[src/rtl/mon_watchdog.sv]
// Idle-cycle watchdog: counts armed cycles without a kick and flags the cycle
// on which the count reaches TIMEOUT.
module mon_watchdog #(
  parameter int unsigned TIMEOUT = 2000
) (
  input  logic clk,
  input  logic rst,
  input  logic arm,
  input  logic kick,
  output logic expire
);

  localparam int unsigned CNT_W = $clog2(TIMEOUT + 1);

  logic [CNT_W-1:0] idle_cnt;

  always_ff @(posedge clk) begin
    if (rst || kick || !arm) begin
      idle_cnt <= '0;
    end else if (idle_cnt != CNT_W'(TIMEOUT)) begin
      idle_cnt <= idle_cnt + 1'b1;
    end
  end

  // Combinational so the owner can register the fault on the very edge the count hits TIMEOUT.
  assign expire = arm && !kick && (idle_cnt == CNT_W'(TIMEOUT - 1));

endmodule

[config.mk]
export PLATFORM = sky130hd
export DESIGN_NAME = mon_watchdog
export DESIGN_NICKNAME = d
export VERILOG_FILES = /design/src/rtl/mon_watchdog.sv
export SDC_FILE = /design/constraint.sdc
export NUM_CORES = 1
export LEC_CHECK = 0
export CAP_MARGIN = 15
export CORE_AREA = 2 2 39 41
export CTS_CLUSTER_SIZE = 24
export DETAILED_ROUTE_END_ITERATION = 10
export DIE_AREA = 0 0 41 43
export GPL_ROUTABILITY_DRIVEN = 1
export HOLD_SLACK_MARGIN = 0.06
export PLACE_DENSITY = 0.63
export RECOVER_POWER = 25
export SLEW_MARGIN = 40
export SYNTH_ARGS = -nofsm -noshare
export SYNTH_HDL_FRONTEND = slang
export SYNTH_SLANG_ARGS = --single-unit
[constraint.sdc]
create_clock -name clk -period 2.1 [get_ports clk]
set_clock_uncertainty 0.2 [all_clocks]
set_input_delay 0.525 -clock clk [delete_from_list [all_inputs] [get_ports clk]]
set_output_delay 0.525 -clock clk [all_outputs]
set_load 0.05 [all_outputs]
==> results.md <==
* Status: finished, violations left
* Failing checks: setup timing
* Tot GR Track Use at 0.185
* Crit path to: expire
* Mapped Avg Cell Area at approximately 8.7 um^2
* CP max stage delay at 0.36 ns
* Worst R2R Start: idle_cnt[0]
* Hold-fix buffers, CTS at 0
* Remaining Overflow, GRT at 0
* Fin worst setup slack at -0.0222 ns
* Crit Path Max Fanout at 2
* R2R setup slack at around 0.24 ns
* Period utilization at 1.01
* Fill count at approximately 130
* DP HPWL at 901 um
* Max FFs per register at 11
* Clock-pin slew on the worst setup and hold paths at approximately 0.070 ns
* Register bank with the most flops: idle_cnt
* Die extent in y at ~43 um
* Slew Viols, Final at 0
* Root buf cell: clkbuf_4
* CP Cell Sequence: ha_4, and3_4, nand4_1, nor3_4, buf_12
* Final hold violation count at 0
* Vias in the first global route at between 500 and 600
* Most common cell after layout, fill and taps aside: buf_4
* CTS sink count at 11
* ANT nets after route at 0
* Synth unique cells at 25
* Power density cells at approximately 500 nW/um^2
* Mapped Nets at 70
* Final setup violation count at 1
* Lkg Pwr at about 0.00026 uW
* WP data required at around 1.4 ns
* Fmax at 471 MHz
* CP max stage cell: dfxtp_2
* CP delay by family, top: simple AND/OR/NAND/NOR gates
* Largest net degree at the start of global routing at 10
* Die width at ~40 um
* Yosys reg bits at 11
* Cells after Synth at 64
* Worst Setup SP: idle_cnt[0]
* Max cap viols at 0
* Worst Setup Path Type: reg -> out
* Max rail drop VDD at between 0.2 and 0.3 mV
* Buffers on Ports at 4
* Cell Count, Final, Fillers Out at slightly below 100
* First-pass GRT wire length at between 2000 and 2500 um
* R2R depth at 7
* Post-layout min period at roughly 2.1 ns
* CP Data Arrival Time at 1.40 ns
* Share of layout cells above drive strength 1 at 0.259
* Die ar. at around 1800 um^2
* Vias at approximately 520
* CTS max path bufs at 2
* Startpoint types: register
* Unrepaired setup endpoints after global routing: true
* Initial antenna violation count at 0
* H-tree levels at 1
* Starting Density at 0.403
* Largest registers: idle_cnt x11
* Most frequent cells in the layout: buf_4 (9), dfxtp_1 (8), inv_1 (5), nand2_1 (5), a21oi_1 (5)
* Cells after DPL at a little under 90
* Routed WL at between 1000 and 1500 um
* Core Area at about 1400 um^2
* Worst-margin pin slew at approximately 0.48 ns
* R2R Path End: idle_cnt[10]
* Syn-to-layout area delta at 34.8%
* Crit path buf inv count at 1
* Number of cell rows at 14
* Nets at ~90
* Min-delay worst type: reg -> reg
* Crit. path cell count at 5
* Initial drt markers at 8
* Routability cong. at roughly 0.71
* Residual DRC at 0
* Routed wire length per instance at approximately 13 um
* Post-Syn Area at between 500 and 600 um^2
* Worst slew margin at 0.676
* Seq/Total Area, Yosys at 0.395
* Pre-antenna DRT Iters at 4
* Crit path capture type: output port
* I/O pin cnt at 5
* # diodes at 0
* Warnings from Yosys at 0
* Clock insertion delay at the later pin of the skew report at ~0.27 ns
* TritonCTS Buffers at 3
* Drt via density at 5.39
* CTS tree: done
* WHS at just under 0.3 ns
-- metal layers --
| metal | GRT usage | vias up | routed length [um] |
|---|---|---|---|
| li1 | - | 274 | - |
| met1 | 0.233 | 240 | 570 |
| met2 | 0.266 | 7 | 591 |
| met3 | 0.0942 | 2 | 45 |
| met4 | 0.0600 | 0 | 6 |
| met5 | 0 | - | 0 |
-- Yosys cell counts --
cell type  number  share of area
nand2b_1        1          0.011
o31ai_1         4          0.054
nand2_2         1          0.011
and3_1          1          0.011
nor3_1          3          0.027
ha_1            2          0.045
or3_1           1          0.011
a21oi_1         5          0.045
a31oi_1         1          0.011
mux2i_1         2          0.036
nand4bb_1       1          0.020
nand4_1         2          0.022
o21ai_0         2          0.018
nand4_2         1          0.022
nand2_1         5          0.034
nor3b_1         1          0.013
nand3b_1        3          0.040
xor2_1          1          0.016
or4_1           4          0.054
xnor2_1         1          0.016
inv_1           5          0.034
dfxtp_1        11           0.39
nand3_1         3          0.027
o21a_1          1          0.013
nor2_1          2          0.013
-- area by class of cell --
| cell class | count | area [um^2] | area share |
|---|---|---|---|
| Inverter | 5 | 18.8 | 0.0250 |
| Timing Repair Buffer | 13 | 115 | 0.153 |
| Clock buffer | 4 | 26.3 | 0.0349 |
| Sequential cell | 11 | 224 | 0.298 |
| Multi-Input combinational cell | 48 | 348 | 0.463 |
| Tap cell | 16 | 20.0 | 0.0266 |
-- worst register-to-register path, cell delays in order (launching register included) --
cell and delay [ns]:
dfxtp_2 0.36, ha_4 0.13, buf_4 0.10, buf_4 0.09, buf_4 0.10, nand3_1 0.17, or4_1 0.51, a21oi_1 0.14
-- through the flow --
step / setup slack [ns] / setup TNS (ns) / utilization / area, um^2 / total power, uW
finish: -0.0222 / -0.0222 / 0.543 / 752 / 379
global route: -0.0945 / -0.0945 / 0.543 / 752 / 396
CTS: -0.111 / -0.111 / 0.537 / 743 / 385
detailed placement: -0.125 / -0.125 / 0.489 / 677 / 233
global placement: -0.0979 / -0.0979 / 0.489 / 677 / 232
floorplan: 0.0387 / 0 / - / 569 / 221
-- worst min path at each step --
| stage | end | cells past startpoint | startpoint |
|---|---|---|---|
| finish | idle_cnt[10] | 2 | idle_cnt[10] |
| global route | idle_cnt[10] | 2 | idle_cnt[10] |
| CTS | idle_cnt[10] | 2 | idle_cnt[10] |
| detailed placement | idle_cnt[10] | 2 | idle_cnt[10] |
| global placement | idle_cnt[10] | 2 | idle_cnt[10] |
| floorplan | idle_cnt[10] | 2 | idle_cnt[10] |
-- kinds of logic after synthesis --
family / count (synthesis) / share of synthesized area
AND/OR/NAND/NOR: 29 / 0.318
AO/OA/AOI/OAI: 13 / 0.141
flip-flops: 11 / 0.395
multiplexers: 2 / 0.0359
adder cells (fa/ha/maj): 2 / 0.0448
buffers and inverters: 5 / 0.0336
XOR/XNOR: 2 / 0.0314
-- power by group --
group / internal, uW / total, uW / switching (uW)
clock: 73.7 / 149 / 75.6
sequential: 210 / 211 / 1.06
combinational: 10.2 / 18.7 / 8.52
total: 293 / 379 / 85.2
-- timing repair --
item | in CTS | in global routing
endpoints found under the setup margin | 1 | 1
buffers inserted | 3 | 1
gates resized for setup | 7 | 1
pin swaps | 3 | 3
Power figures use the tool's default switching activity.
